File: src/rtl/mega99_wb_pkg.sv
// Shared Wishbone widths, idle read value and arbiter state encoding for the mainboard bus.
package mega99_wb_pkg;
    localparam int ADR_W = 24;
    localparam int DAT_W = 8;
    localparam logic [DAT_W-1:0] IDLE_DAT = 8'hFF;

    localparam logic [1:0] ST_IDLE  = 2'd0;
    localparam logic [1:0] ST_G0    = 2'd1;
    localparam logic [1:0] ST_G1    = 2'd2;
    localparam logic [1:0] ST_ABORT = 2'd3;

    typedef enum logic [1:0] {
        IDLE  = ST_IDLE,
        G0    = ST_G0,
        G1    = ST_G1,
        ABORT = ST_ABORT
    } arb_state_e;
endpackage

File: src/rtl/wb_timeout_counter.sv
// Stall watchdog for a Wishbone strobe: counts unanswered strobe cycles, saturating at the limit.
// limit_hit is registered-count based; a limit of 0 disables it entirely.
module wb_timeout_counter #(
    parameter int unsigned timeout_cycles = 255
) (
    input  logic clk,
    input  logic reset,
    input  logic clear,
    input  logic count_en,
    output logic limit_hit
);
    localparam int CNT_W = (timeout_cycles < 2) ? 1 : $clog2(timeout_cycles + 1);
    localparam logic [CNT_W-1:0] LIMIT = CNT_W'(timeout_cycles);

    logic [CNT_W-1:0] cnt_q, cnt_d;

    always_comb begin
        cnt_d = cnt_q;
        if (clear) begin
            cnt_d = '0;
        end else if (count_en && (cnt_q != LIMIT)) begin
            cnt_d = cnt_q + 1'b1;
        end
    end

    always_ff @(posedge clk) begin
        if (reset) begin
            cnt_q <= '0;
        end else begin
            cnt_q <= cnt_d;
        end
    end

    assign limit_hit = (timeout_cycles != 0) && (cnt_q == LIMIT);
endmodule

File: src/rtl/mainboard_wb_arbiter.sv
// Two-master round-robin Wishbone arbiter for the mainboard slave port; grant one edge after cyc.
// Slave ack/data pass through combinationally; the bus stays locked for the owner's whole cyc.
module mainboard_wb_arbiter
    import mega99_wb_pkg::*;
#(
    parameter int unsigned timeout_cycles = 255,
    parameter logic        m0_first       = 1'b1
) (
    input  logic             clk,
    input  logic             reset,
    input  logic [0:ADR_W-1] m0_adr_i,
    input  logic [0:DAT_W-1] m0_dat_i,
    output logic [0:DAT_W-1] m0_dat_o,
    input  logic             m0_we_i,
    input  logic [0:0]       m0_sel_i,
    input  logic             m0_stb_i,
    input  logic             m0_cyc_i,
    output logic             m0_ack_o,
    output logic             m0_err_o,
    input  logic [0:ADR_W-1] m1_adr_i,
    input  logic [0:DAT_W-1] m1_dat_i,
    output logic [0:DAT_W-1] m1_dat_o,
    input  logic             m1_we_i,
    input  logic [0:0]       m1_sel_i,
    input  logic             m1_stb_i,
    input  logic             m1_cyc_i,
    output logic             m1_ack_o,
    output logic             m1_err_o,
    output logic [0:ADR_W-1] s_adr_o,
    output logic [0:DAT_W-1] s_dat_o,
    output logic             s_we_o,
    output logic [0:0]       s_sel_o,
    output logic             s_stb_o,
    output logic             s_cyc_o,
    input  logic [0:DAT_W-1] s_dat_i,
    input  logic             s_ack_i,
    output logic [0:1]       grant
);
    arb_state_e state_q, state_d;
    // last_q is written when a grant is made, so outside IDLE it also names the current owner.
    logic last_q, last_d;

    logic             own_cyc, own_stb, own_we;
    logic [0:0]       own_sel;
    logic [0:ADR_W-1] own_adr;
    logic [0:DAT_W-1] own_wdat, own_rdat;
    logic             granted, abort, ack, err, limit_hit;

    assign own_cyc  = last_q ? m1_cyc_i : m0_cyc_i;
    assign own_stb  = last_q ? m1_stb_i : m0_stb_i;
    assign own_we   = last_q ? m1_we_i  : m0_we_i;
    assign own_sel  = last_q ? m1_sel_i : m0_sel_i;
    assign own_adr  = last_q ? m1_adr_i : m0_adr_i;
    assign own_wdat = last_q ? m1_dat_i : m0_dat_i;

    always_comb begin
        state_d = state_q;
        last_d  = last_q;
        granted = 1'b0;
        abort   = 1'b0;
        case (state_q)
            IDLE: begin
                if (m0_cyc_i && m1_cyc_i) begin
                    last_d  = ~last_q;
                    state_d = last_q ? G0 : G1;
                end else if (m0_cyc_i) begin
                    last_d  = 1'b0;
                    state_d = G0;
                end else if (m1_cyc_i) begin
                    last_d  = 1'b1;
                    state_d = G1;
                end
            end
            G0, G1: begin
                granted = 1'b1;
                // A slave ack landing on the limit cycle wins over the timeout.
                abort = limit_hit && !s_ack_i && own_cyc;
                if (!own_cyc) begin
                    state_d = IDLE;
                end else if (abort) begin
                    state_d = ABORT;
                end
            end
            ABORT: begin
                if (!own_cyc) begin
                    state_d = IDLE;
                end
            end
            default: state_d = IDLE;
        endcase
    end

    always_comb begin
        s_adr_o  = '0;
        s_dat_o  = '0;
        s_we_o   = 1'b0;
        s_sel_o  = '0;
        s_stb_o  = 1'b0;
        s_cyc_o  = 1'b0;
        ack      = 1'b0;
        err      = 1'b0;
        own_rdat = IDLE_DAT;
        if (granted) begin
            s_adr_o  = own_adr;
            s_dat_o  = own_wdat;
            s_we_o   = own_we;
            s_sel_o  = own_sel;
            s_stb_o  = own_stb && !abort;
            s_cyc_o  = own_cyc;
            ack      = s_ack_i && !reset;
            err      = abort && !reset;
            own_rdat = abort ? IDLE_DAT : s_dat_i;
        end
    end

    assign m0_ack_o = ack && !last_q;
    assign m1_ack_o = ack && last_q;
    assign m0_err_o = err && !last_q;
    assign m1_err_o = err && last_q;
    assign m0_dat_o = last_q ? IDLE_DAT : own_rdat;
    assign m1_dat_o = last_q ? own_rdat : IDLE_DAT;
    // The aborted master keeps its grant bit until it releases cyc, so the bus still reads as taken.
    assign grant    = {(state_q != IDLE) && !last_q, (state_q != IDLE) && last_q};

    always_ff @(posedge clk) begin
        if (reset) begin
            state_q <= IDLE;
            last_q  <= m0_first;
        end else begin
            state_q <= state_d;
            last_q  <= last_d;
        end
    end

    wb_timeout_counter #(.timeout_cycles(timeout_cycles)) u_timeout (
        .clk      (clk),
        .reset    (reset),
        .clear    (!granted || s_ack_i || !s_stb_o),
        .count_en (s_stb_o && !s_ack_i),
        .limit_hit(limit_hit)
    );
endmodule

File: config.mk
export PLATFORM = sky130hd
export DESIGN_NAME = mainboard_wb_arbiter
export DESIGN_NICKNAME = d
export VERILOG_FILES = /design/src/rtl/mega99_wb_pkg.sv /design/src/rtl/wb_timeout_counter.sv /design/src/rtl/mainboard_wb_arbiter.sv
export SDC_FILE = /design/constraint.sdc
export NUM_CORES = 1
export LEC_CHECK = 0
export CORE_ASPECT_RATIO = 1.2
export CORE_MARGIN = 2
export CORE_UTILIZATION = 30
export CTS_CLUSTER_SIZE = 30
export DETAILED_ROUTE_END_ITERATION = 16
export GPL_TIMING_DRIVEN = 0
export PLACE_DENSITY = 0.91
export SLEW_MARGIN = 20
export SYNTH_ARGS = -nofsm -noshare
export SYNTH_HDL_FRONTEND = slang
export SYNTH_SLANG_ARGS = --single-unit
File: constraint.sdc
create_clock -name clk -period 2.28 [get_ports clk]
set_input_delay 0.456 -clock clk [delete_from_list [all_inputs] [get_ports clk]]
set_output_delay 0.456 -clock clk [all_outputs]
set_load 0.01 [all_outputs]
Yosys cells after proc, flatten, opt, wreduce, memory -nomap -nowiden. Index checks and enable logic that the tools add are counted.

Register bits after elaboration: 11. Bits of input ports: 83. Output and inout port bits: 58. Word-level logic and storage cells: 73.

$add $sub $neg: 1. Eq/ne operators: 8. Multiplexer cells: 31. Bitwise operators: 1. Reductions and logical operators: 29.

Operators by type and width (count): 24-bit two-way mux (2); 8-bit two-way mux (6); 1-bit two-way mux (15); 1-bit logical AND (14); 2-bit two-way mux (7); 8-bit by 1-bit adder with 8-bit output, second input constant (1); 8-bit equality test, second input constant (1); 8-bit inequality test, second input constant (1); 1-bit zero test (6); 2-bit one-hot mux with 3 select lines (1); 2-bit equality test, second input constant (2); 4-bit inequality test, second input constant (1); 2-bit OR reduction (2); 3-bit inequality test, second input constant (1); 3-bit AND reduction (1); 3-bit nonzero test (1); 2-bit by 1-bit equality test with 1-bit output, second input constant (1); 2-bit zero test (1); 1-bit logical OR (2); 2-bit inequality test, second input constant (1); 2-bit AND reduction (1); 2-bit nonzero test (1); 1-bit NOT (1).

Longest topological paths before layout. Gate-level depths: netlist (run 1).

Depth after elaboration: 10. Mapped depth: 7. Mapped depth without buffers: 6.

Hierarchy. A second synthesis (run 1) with hierarchy kept.

Cells, all modules: 187. Area total of the unflattened synthesis: 1532.7 µm².

By module, submodules not included: mainboard_wb_arbiter (instances 1, cells each 142, area an instance 1107.3 µm², sequential area each 60.1 µm²); wb_timeout_counter (instances 1, cells each 45, area an instance 425.4 µm², sequential area each 160.2 µm²).

Worst setup path before layout (run 1). Ideal clock, no wire load.

Kind: reg2out. Start point: register state_q[0]. End point: output m1_err_o. Arrival: 1.673 ns. Data required time: 1.824 ns. Path slack: 0.151 ns. Stages on the path, launching flop included: 6. Buffers on the path: 0. Path through: dfxtp_1 > inv_1 > ha_1 > inv_1 > or4_4 > nor3b_1.

Longest elaborated chain between the ends: 6. Elaborated cells between the ends (all ways): 8. Those cells by class: eq/ne (2); mux (3); reduce/logical (3).

RTL lines: from (decl) (line mainboard_wb_arbiter.sv:39) `arb_state_e state_q, state_d;`; from (signal assigned) (line mainboard_wb_arbiter.sv:130) `state_q <= state_d;`; 2-bit by 1-bit equality test with 1-bit output or 2-bit equality test (tied branches) (line mainboard_wb_arbiter.sv:61) `case (state_q)`; 2-bit OR reduction (*) (line mainboard_wb_arbiter.sv:61); 1-bit two-way mux (line mainboard_wb_arbiter.sv:61); 1-bit logical AND (line mainboard_wb_arbiter.sv:111) `err = abort && !reset;`; 1-bit two-way mux (*) (line mainboard_wb_arbiter.sv:103) `if (granted) begin`; 1-bit logical AND (*) (line mainboard_wb_arbiter.sv:119) `assign m1_err_o = err && last_q;`; to (decl) (line mainboard_wb_arbiter.sv:28) `output logic m1_err_o,`.

Mark *: on every way between the ends. The rest lies on a longest branch, timed or not.

Worst setup path after layout (run 1).
Start point: register u_timeout.cnt_q[1]. End point: output m1_err_o.

Longest elaborated chain between the ends: 7.

RTL lines: from (decl) (line wb_timeout_counter.sv:15) `logic [CNT_W-1:0] cnt_q, cnt_d;`; from (signal assigned) (line wb_timeout_counter.sv:30) `cnt_q <= cnt_d;`; 8-bit equality test (line wb_timeout_counter.sv:34) `assign limit_hit = (timeout_cycles != 0) && (cnt_q == LIMIT);`; 1-bit logical AND (2 in series) (line mainboard_wb_arbiter.sv:77) `abort = limit_hit && !s_ack_i && own_cyc;`; 1-bit two-way mux (line mainboard_wb_arbiter.sv:61); 1-bit logical AND (line mainboard_wb_arbiter.sv:111); 1-bit two-way mux (line mainboard_wb_arbiter.sv:103); 1-bit logical AND (line mainboard_wb_arbiter.sv:119).

No other way between the ends.

==> results of run 1 <==
## cell type report
| cell class | count | area, sq um | area share (%) |
|---|---|---|---|
| buffer | 9 | 81.33 | 2.675 |
| clock buffer | 4 | 45.04 | 1.481 |
| inverter | 10 | 40.04 | 1.317 |
| multi-input combinational | 154 | 1185 | 38.97 |
| sequential | 11 | 231.5 | 7.613 |
| tap | 58 | 72.57 | 2.387 |
| timing repair buffer | 152 | 1385 | 45.56 |
## kinds of logic (layout without fill, tap and decap cells)
| family | Yosys count | in the layout | share of synthesized area, % |
|---|---|---|---|
| DFF | 11 | 11 | 15.81 |
| buffers and inverters | 19 | 175 | 5.570 |
| AOI/OAI and AO/OA | 20 | 20 | 10.96 |
| adders and majority gates | 4 | 4 | 3.594 |
| muxes | 38 | 38 | 27.67 |
| and+or+nand+nor | 91 | 91 | 35.76 |
| xor gates and xnor gates | 1 | 1 | 0.6290 |
## critical path, cell delays in order (launching register included)
cell and delay (ns):
sky130_fd_sc_hd__dfxtp_4 0.36, sky130_fd_sc_hd__ha_4 0.13, sky130_fd_sc_hd__nand4b_1 0.15, sky130_fd_sc_hd__or4_4 0.58, sky130_fd_sc_hd__buf_6 0.15, sky130_fd_sc_hd__nor3b_4 0.18
sky130_fd_sc_hd__buf_2 0.16
## per-layer routing
layer | global-route usage [%] | up-vias | routed length, um
li1 | - | 964 | -
met2 | 38.60 | 128 | 2834
met4 | 5.510 | 0 | 64
met5 | 0 | - | 0
met3 | 5.158 | 4 | 697
met1 | 24.42 | 868 | 2093
## placed cells by master, fill, tap and decap left out, types with 3 or more instances in the layout
master | synthesis | final
sky130_fd_sc_hd__nand2_1 | 7 | 7
sky130_fd_sc_hd__clkbuf_4 | 0 | 3
sky130_fd_sc_hd__clkbuf_2 | 0 | 11
sky130_fd_sc_hd__nor2_2 | 0 | 4
sky130_fd_sc_hd__dfxtp_1 | 11 | 6
sky130_fd_sc_hd__dfxtp_2 | 0 | 3
sky130_fd_sc_hd__inv_1 | 10 | 7
sky130_fd_sc_hd__nor2_1 | 42 | 36
sky130_fd_sc_hd__nand3_1 | 3 | 3
sky130_fd_sc_hd__buf_2 | 5 | 4
sky130_fd_sc_hd__clkdlybuf4s50_1 | 0 | 85
sky130_fd_sc_hd__nand2b_1 | 16 | 16
sky130_fd_sc_hd__a211oi_1 | 4 | 4
sky130_fd_sc_hd__buf_4 | 0 | 14
sky130_fd_sc_hd__dlygate4sd2_1 | 0 | 30
sky130_fd_sc_hd__clkdlybuf4s15_1 | 0 | 8
sky130_fd_sc_hd__mux2i_1 | 37 | 37
sky130_fd_sc_hd__clkbuf_8 | 0 | 4
sky130_fd_sc_hd__buf_6 | 0 | 3
## path summary, 6_finish.rpt
kind	startpoint	end	slack (ns)
hold / removal	u_timeout.cnt_q[2]	u_timeout.cnt_q[2]	0.53
setup / recovery	u_timeout.cnt_q[1]	m1_err_o	-0.12
hold reg to reg	u_timeout.cnt_q[2]	u_timeout.cnt_q[2]	0.53
setup reg to reg	state_q[1]	u_timeout.cnt_q[7]	0.35
## sequential cells by signal, summed over array words and instances (netlist names)
name,cells
u_timeout.cnt_q,8
last_q,1
state_q,2
## where the power goes
part | switching [W] | internal, W | leakage [nW] | total [W]
clock | 0.0000733 | 0.000123 | 0.0228 | 0.000196
sequential | 0.0000232 | 0.000221 | 0.0913 | 0.000244
combinational | 0.00100 | 0.00101 | 1.33 | 0.00201
total | 0.00110 | 0.00135 | 1.44 | 0.00245
## through the flow
step	std cells	hold slack (ns)	setup TNS (ns)
after floorplan	184	0.4552	0
after global placement	382	0.4723	-24.51
after detailed placement	382	0.4833	-26.84
after CTS	394	0.5220	-0.1940
after global routing	398	0.5651	-0.3265
final	398	0.5325	-0.1776
## timing repair
action / CTS / global route
hold buffers: 0 / 0
setup endpoints to repair: 57 / 22
resized for setup: 115 / 33
setup buffers: 8 / 4
pin swaps: 6 / 4
==> results.ini, run 1 <==
[clocking]
cts_tree=yes
clock_sink_count=11
longest_clk_path_bufs=2
clk_pin_slew_ns=0.05
htree_levels=1
cts_root_buffer=sky130_fd_sc_hd__clkbuf_8
clkLatencyLatePin_ns=0.23
numCtsBuffers=3

[final_layout]
final_layout_size_suffix_gt1_share_pct=20.29
finalNetCount=428
areaGrowthSynthToFinish_pct=118.3
final_design_area_no_fill_sq_um=3040
filler_cell_count=385
post-route-util_pct=67.16
antenna_cells=0

[yosys]
avgSynthCellArea_sq_um=7.568
mapped_nets=271
synth.largest_area_cell=sky130_fd_sc_hd__mux2i_1
synth_area_leaders=sky130_fd_sc_hd__mux2i_1, sky130_fd_sc_hd__dfxtp_1, sky130_fd_sc_hd__nor2_1
synth_top_flop_cell=sky130_fd_sc_hd__dfxtp_1
synth_top_cells_by_count=sky130_fd_sc_hd__nor2_1, sky130_fd_sc_hd__mux2i_1, sky130_fd_sc_hd__nand2b_1
synth_sequential_area_ratio_pct=15.81
yosys.cell_types.count=42
synth-edff-count=0
netlist_instances=184
synth_top_cell_area_share_pct=26.59
synth_warnings=0
synth_most_common_cell=sky130_fd_sc_hd__nor2_1
post_synth_instance_area_sq_um=1393
synth_async_sr_flop_share_pct=0
number_of_register_bits_inferred_by_synthesis=11

[sta]
max-slew-margin-rel_pct=67.79
setup_viol_count_final=2
tightestPinTransition_ns=0.4831
timing.clock.skew_ns=0.0005004
final.period_utilization_pct=105.3
rsz0062_at_grt=true
fmaxAchievable_mhz=416.6
hold_viol=0
min_setup_slack_post_route_ns=-0.1205
drv_slew=0
post-route-min-period_ns=2.400

[pwr]
total_power_w=0.002451
peakVddDrop_mv=0.5052
leakage_nw=1.445
p_per_area_nw_per_um2=806.0

[drt]
post_drt_wl_per_cell_um=14.30
route.detailed.vias_per_inst=4.935
dr.first_iter.drc_count=85
dr.pass1.iters=4
remaining_drc_errors=0
detail_route.wirelength_mm=5.690
routed-via-count=1964
detail-route-antenna-nets=0

[setup_path]
worst_setup_path_end_kind=primary output
timing.reg2reg.worst_path_depth=8
crit_path_start_kind=flip-flop
setup.worst_path.class=flip-flop to primary output
cp_data_required_time_ns=1.82
crit_fanout=3
timing.critical_path.arrival_ns=1.94

[global_routing]
wire_length_of_the_first_global_routing_pass_mm=8.845
grt_use_total_pct=21.31
grt_antenna_before_repair=0
grt_start_max_net_pins=11
grt_pass1_vias=1890
globalRouteOverflowTotal=0

[die]
std_cell_rows=27
die_extent_in_x_um=66.20
floorplan.die_area_sq_um=5205
ioPinCount=141
start_util_pct=30.76
dieHeight_um=78.64
core_area_sq_um=4527

[min_path]
worst_hold_path_type=flip-flop to flip-flop
min_path_cells=2

[outcome]
violations=negative setup slack
run_status=finished, violations left

[place]
detailedPlacementHpwl_mm=4.578
place.port_buffers=140
place_ws_ns=-0.8905
placed_area_sq_um=2867
finalWeightedCongestion=0.7557

[job]
drv_cap=0

(Power assumes the default switching activity.)
==> run 2: changes to the inputs <==
SKIP_CTS_REPAIR_TIMING = 1   (was unset)
==> run 2 against run 1 <==
Net effect:
- the flow still finishes with violations (negative setup slack)
- largest cell class unchanged
- flip-flop and latch count unchanged
- die area unchanged
- total power increased by 1.8%
- clock skew increased by 0.00075 ns
- hold slack got worse by 0.038 ns
- register-to-register slack improved by 0.13 ns
- maximum frequency decreased by 3.8%
==> results.ini, run 2 (synthesis gave the netlist of run 1 again) <==
[outcome]
run_status=finished, violations left
violations=negative setup slack

[final_layout]
areaGrowthSynthToFinish_pct=124.4
antenna_cells=0  ; unchanged
largest_reg_flops=8  ; unchanged
filler_cell_count=354  ; -8.1%
layout_top_registers=u_timeout.cnt_q x8, state_q x2, last_q x1
registers.top_by_ff_count=u_timeout.cnt_q
layout.cells.most_common=sky130_fd_sc_hd__clkdlybuf4s50_1
highest_count_cells_in_the_layout_ignoring_fill_and_taps=sky130_fd_sc_hd__clkdlybuf4s50_1, sky130_fd_sc_hd__dlymetal6s2s_1, sky130_fd_sc_hd__mux2i_1
finalNetCount=419  ; -2.1%
final_layout_size_suffix_gt1_share_pct=17.52  ; -2.8 points
finished_layout_cells=389  ; -2.3%

[drt]
post_drt_wl_per_cell_um=14.49  ; +1.4%
dr.first_iter.drc_count=82  ; -3.5%
detail_route.wirelength_mm=5.637  ; -0.93%
routed-via-count=1932  ; -1.6%
dr.pass1.iters=4  ; unchanged
detail-route-antenna-nets=0  ; unchanged
remaining_drc_errors=0  ; unchanged
route.detailed.vias_per_inst=4.967  ; +0.65%

[clocking]
clkLatencyLatePin_ns=0.24  ; about the same
clk_pin_slew_ns=0.05  ; about the same
cts_root_buffer=sky130_fd_sc_hd__clkbuf_8
htree_levels=1  ; unchanged
longest_clk_path_bufs=2  ; unchanged
clock_sink_count=11  ; unchanged
cts_tree=yes
numCtsBuffers=3  ; unchanged

[setup_path]
setup.worst_path.class=flip-flop to primary output
critical_path.reg2reg.startpoint=u_timeout.cnt_q[0]
critical_path.reg2reg.endpoint=u_timeout.cnt_q[4]
worst_setup_path_end_kind=primary output
reg2reg_setup_slack_ns=0.48  ; +0.13 ns
timing.critical_path.arrival_ns=2.04  ; +0.10 ns
crit_path_start_kind=flip-flop
crit_fanout=4  ; +1
timing.reg2reg.worst_path_depth=6  ; -2
cp_data_required_time_ns=1.82  ; about the same

[min_path]
min_path_cells=2  ; unchanged
beginning_of_the_worst_hold_path=state_q[0]
hold_end=state_q[0]
worst_hold_path_type=flip-flop to flip-flop

[die]
std_cell_rows=27  ; unchanged
floorplan.die_area_sq_um=5205  ; unchanged
dieHeight_um=78.64  ; unchanged
ioPinCount=141  ; unchanged
die_extent_in_x_um=66.20  ; unchanged
start_util_pct=30.76  ; unchanged
core_area_sq_um=4527  ; unchanged

[job]
drv_cap=0  ; unchanged

[place]
detailedPlacementHpwl_mm=4.578  ; unchanged
placed_cells=382  ; unchanged
place.port_buffers=140  ; unchanged
finalWeightedCongestion=0.7557  ; unchanged

[global_routing]
grt_antenna_before_repair=0  ; unchanged
grt_start_max_net_pins=11  ; unchanged
grt_pass1_vias=1834  ; -3.0%
grt_use_total_pct=19.99  ; -1.3 points
globalRouteOverflowTotal=0  ; unchanged
wire_length_of_the_first_global_routing_pass_mm=8.273  ; -6.5%

[sta]
setup_viol_count_final=10  ; +8
timing.clock.skew_ns=0.001246  ; +0.0007457 ns
post-route-min-period_ns=2.495  ; +0.09472 ns
totalNegativeSetupSlack_ns=-1.829  ; -1.651 ns
max-slew-margin-rel_pct=65.50  ; -2.3 points
tightestPinTransition_ns=0.5175  ; +0.03434 ns
min_setup_slack_post_route_ns=-0.2152  ; -0.09472 ns
drv_slew=0  ; unchanged
rsz0062_at_grt=true
fmaxAchievable_mhz=400.8  ; -3.8%
final.period_utilization_pct=109.4  ; +4.2 points
hold_viol=0  ; unchanged

[pwr]
p_per_area_nw_per_um2=798.5  ; -0.93%
leakage_nw=1.772  ; +23%
peakVddDrop_mv=0.6641  ; +31%

run 2: cell types whose count changed in the layout (fill, tap and decap cells not counted), moves of 3 or more:
cell and change:
sky130_fd_sc_hd__nor2_2 +3, sky130_fd_sc_hd__dlygate4sd2_1 -30, sky130_fd_sc_hd__clkdlybuf4s15_1 -8, sky130_fd_sc_hd__clkdlybuf4s50_1 +4, sky130_fd_sc_hd__dlymetal6s2s_1 +39, sky130_fd_sc_hd__buf_4 -8
run 2: stage by stage:
step | cell area [sq um] | power [W] | setup WS (ns) | utilization, % | hold WS [ns]
after floorplan | 1393 | 0.001179 | 0.1509 | - | 0.4552
after global placement | 2867 | 0.002186 | -0.8192 | 63.32 | 0.4723
after detailed placement | 2867 | 0.002216 | -0.8905 | 63.32 | 0.4833
after CTS | 2912 | 0.002415 | -0.9076 | 64.32 | 0.4885
after global routing | 3126 | 0.002668 | -0.2853 | 69.04 | 0.5520
final | 3126 | 0.002496 | -0.2152 | 69.04 | 0.4949
run 2: cell type report:
type	instances	area (sq um)	area share, %
Sequential cell	11	231.5	7.406
Clock buffer	4	45.04	1.441
Tap cell	58	72.57	2.322
Timing Repair Buffer	143	1478	47.28
Inverter	10	40.04	1.281
Multi-Input combinational cell	154	1186	37.95
Buffer	9	72.57	2.322
run 2: layer usage:
| metal | GRT usage, % | wire length (um) |
|---|---|---|
| met3 | 5.158 | 656 |
| met4 | 5.510 | 68 |
| met1 | 22.94 | 2093 |
| met5 | 0 | 0 |
| met2 | 35.80 | 2820 |
run 2: worst max-delay path, cell delays in order, from the launching register on:
cell and delay [ns]:
sky130_fd_sc_hd__dfxtp_4 0.37, sky130_fd_sc_hd__ha_4 0.16, sky130_fd_sc_hd__nand4b_1 0.22, sky130_fd_sc_hd__or4_4 0.55, sky130_fd_sc_hd__buf_6 0.15, sky130_fd_sc_hd__nor3b_4 0.18, sky130_fd_sc_hd__buf_2 0.16
run 2: power by group:
part	leakage (nW)	internal [W]	switching [W]	total, W
Combinational	1.66	0.00105	0.000996	0.00205
Clock	0.0228	0.000123	0.0000767	0.000200
Sequential	0.0913	0.000221	0.0000276	0.000249
run 2: worst max-delay path by stage:
stage / cells past startpoint / end / start
after floorplan: 5 / m1_err_o / state_q[0]
after global placement: 5 / m1_err_o / m0_cyc_i
after detailed placement: 5 / m1_err_o / m0_cyc_i
after CTS: 5 / m1_err_o / m0_cyc_i
after global routing: 7 / m1_err_o / state_q[0]
final: 6 / m1_err_o / u_timeout.cnt_q[0]
==> run 3: changes to the inputs <==
MAX_ROUTING_LAYER = met4   (was unset)
clock period = 2.35 ns   (was 2.28 ns; I/O delays follow)
==> run 3 against run 2 <==
Net effect:
- the run still ends with negative setup slack left
- sequential share of layout area down 0.058 points
- count of clock-buffer cells in the layout unchanged
- first-iteration DRC count shrank 3.7%
- clock skew fell by 0.00098 ns
- sequential power fell by 4%
- clock power is 5% lower
- utilization down 0.58 points
- critical path depth did not move
- design area down 0.84%
- critical path type unchanged
- critical endpoint unchanged
- largest cell class unchanged
- largest power group unchanged
==> results.ini, run 3 (synthesis gave the netlist of run 1 again) <==
[global_routing]
top_usage_layer=met2
grt_start_max_net_pins=11  ; unchanged
grt_use_total_pct=20.58  ; +0.59 points
globalRouteOverflowTotal=0  ; unchanged
grt_pass1_vias=1832  ; -0.11%
grt_antenna_before_repair=0  ; unchanged
groute.layer.met3.usage_pct=3.582  ; -1.6 points
groute.layer.met2.usage_pct=35.80  ; unchanged
grt_use_met1_pct=24.07  ; +1.1 points
wire_length_of_the_first_global_routing_pass_mm=8.293  ; +0.24%

[place]
finalWeightedCongestion=0.7655  ; +1.3%
place_ws_ns=-0.8485  ; +0.04200 ns
place.port_buffers=140  ; unchanged
detailedPlacementHpwl_mm=4.578  ; unchanged
placed_cells=382  ; unchanged

[setup_path]
cpMaxStageDelayCell=sky130_fd_sc_hd__or4_4
timing.critical_path.cells=ha_4 -> nand4b_1 -> or4_4 -> buf_6 -> nor3b_4 -> buf_2
crit_fanout=5  ; +1
worst_setup_path_end_kind=primary output
setup.worst_path.class=flip-flop to primary output
timing.critical_path.arrival_ns=2.04  ; about the same
cp_data_required_time_ns=1.88  ; +0.06 ns
cpPeakStageDelay_ns=0.55  ; about the same
crit_path_start=u_timeout.cnt_q[0]
critical_path.reg2reg.startpoint=u_timeout.cnt_q[0]
crit_path_start_kind=flip-flop

[sta]
fmaxAchievable_mhz=398.2
final.period_utilization_pct=106.9
tightestPinTransition_ns=0.5020  ; -0.01551 ns
post-route-min-period_ns=2.511
min_setup_slack_post_route_ns=-0.1612  ; +0.05404 ns
hold_viol=0  ; unchanged
rsz0062_at_grt=true
setup_viol_count_final=10  ; unchanged
timing.clock.skew_ns=0.0002683  ; -0.0009778 ns
max-slew-margin-rel_pct=66.53  ; +1.0 points
drv_slew=0  ; unchanged

[pwr]
p_per_area_nw_per_um2=771.1  ; -3.4%
seq_power_share_pct=10.0  ; about the same
pwr-share-comb_pct=82.1  ; about the same
share_of_total_power_in_the_clock_network_pct=7.9  ; about the same
intPower_w=0.001327  ; -4.9%
netSwitchingFraction_pct=44.47  ; +0.39 points
peakVddDrop_mv=0.6344  ; -4.5%
leakage_nw=1.773  ; about the same
p_sw_w=0.001063  ; -3.4%

[final_layout]
finalNetCount=417  ; -0.48%
antenna_cells=0  ; unchanged
final_layout_size_suffix_gt1_share_pct=15.81  ; -1.7 points
filler_cell_count=350  ; -1.1%
seqCellArea_sq_um=227.7  ; -1.6%
finished_layout_cells=387  ; -0.51%
largest_reg_flops=8  ; unchanged
post-route-util_pct=68.46  ; -0.58 points
registers.top_by_ff_count=u_timeout.cnt_q
highest_count_cells_in_the_layout_ignoring_fill_and_taps=sky130_fd_sc_hd__clkdlybuf4s50_1, sky130_fd_sc_hd__dlymetal6s2s_1, sky130_fd_sc_hd__mux2i_1
multiInputGateArea_sq_um=1181  ; -0.42%
layout.cells.most_common=sky130_fd_sc_hd__clkdlybuf4s50_1
areaGrowthSynthToFinish_pct=122.6
layout_top_registers=u_timeout.cnt_q x8, state_q x2, last_q x1

[drt]
post_drt_wl_per_cell_um=14.78  ; +2.0%
detail_route.wirelength_mm=5.720  ; +1.5%
routed-via-count=1937  ; +0.26%
dr.first_iter.drc_count=79  ; -3.7%
route.detailed.vias_per_inst=5.005  ; +0.78%
detail-route-antenna-nets=0  ; unchanged
dr.pass1.iters=5  ; +1
remaining_drc_errors=0  ; unchanged

[clocking]
numCtsBuffers=3  ; unchanged
clkLatencyLatePin_ns=0.24  ; about the same
longest_clk_path_bufs=2  ; unchanged
cts_root_buffer=sky130_fd_sc_hd__clkbuf_8
htree_levels=1  ; unchanged
clock_sink_count=11  ; unchanged
cts_tree=yes
clk_pin_slew_ns=0.05  ; about the same

[outcome]
violations=negative setup slack
run_status=finished, violations left

[min_path]
beginning_of_the_worst_hold_path=state_q[0]
worst_hold_path_type=flip-flop to flip-flop

[die]
start_util_pct=30.76  ; unchanged
floorplan.die_area_sq_um=5205  ; unchanged
die_extent_in_x_um=66.20  ; unchanged
ioPinCount=141  ; unchanged
dieHeight_um=78.64  ; unchanged
std_cell_rows=27  ; unchanged
core_area_sq_um=4527  ; unchanged

[job]
drv_cap=0  ; unchanged

run 3: layout make-up:
class                           instances  share of cell area [%]
Timing Repair Buffer                  141                   47.40
Multi-Input combinational cell        154                   38.11
Sequential cell                        11                   7.348
Tap cell                               58                   2.342
Buffer                                  9                   2.059
Clock buffer                            4                   1.453
Inverter                               10                   1.292
run 3: final timing paths:
kind,end,cells past startpoint,slack [ns]
setup reg to reg,u_timeout.cnt_q[4],6,0.55
setup / recovery,m1_err_o,6,-0.16
hold reg to reg,state_q[0],2,0.49
hold / removal,state_q[0],2,0.49
run 3: critical path, delay by kind of cell (launching register included):
kind,cells,cell delay [ns]
DFF,1,0.37
and+or+nand+nor,3,0.95
buffers and inverters,2,0.31
adders and majority gates,1,0.17
run 3: routing by layer:
layer  part of all wire (%)  vias to the layer above  routed length, um
met5                      0                        -                  0
met2                     51                      130               2889
met4                    1.3                        0                 74
li1                       -                      935                  -
met1                     38                      864               2189
met3                    9.9                        8                567
run 3: per-stage QoR:
step	TNS [ns]	power (W)	hold slack [ns]	area [sq um]
finish	-1.283	0.002390	0.4893	3099
global route	-1.970	0.002555	0.5522	3099
CTS	-34.16	0.002343	0.4885	2912
detailed placement	-23.98	0.002150	0.4833	2867
global placement	-21.75	0.002120	0.4723	2867
floorplan	0	0.001144	0.4552	1393
run 3: power groups by stage:
stage	registers (W)	clock network [W]	logic, W
6_report	0.000238	0.000190	0.00196
5_1_grt	0.000242	0.000209	0.00210
3_5_place_dp	0.000233	0	0.00192
4_1_cts	0.000230	0.000190	0.00192
2_1_floorplan	0.000228	0	0.000916
3_3_place_gp	0.000231	0	0.00189
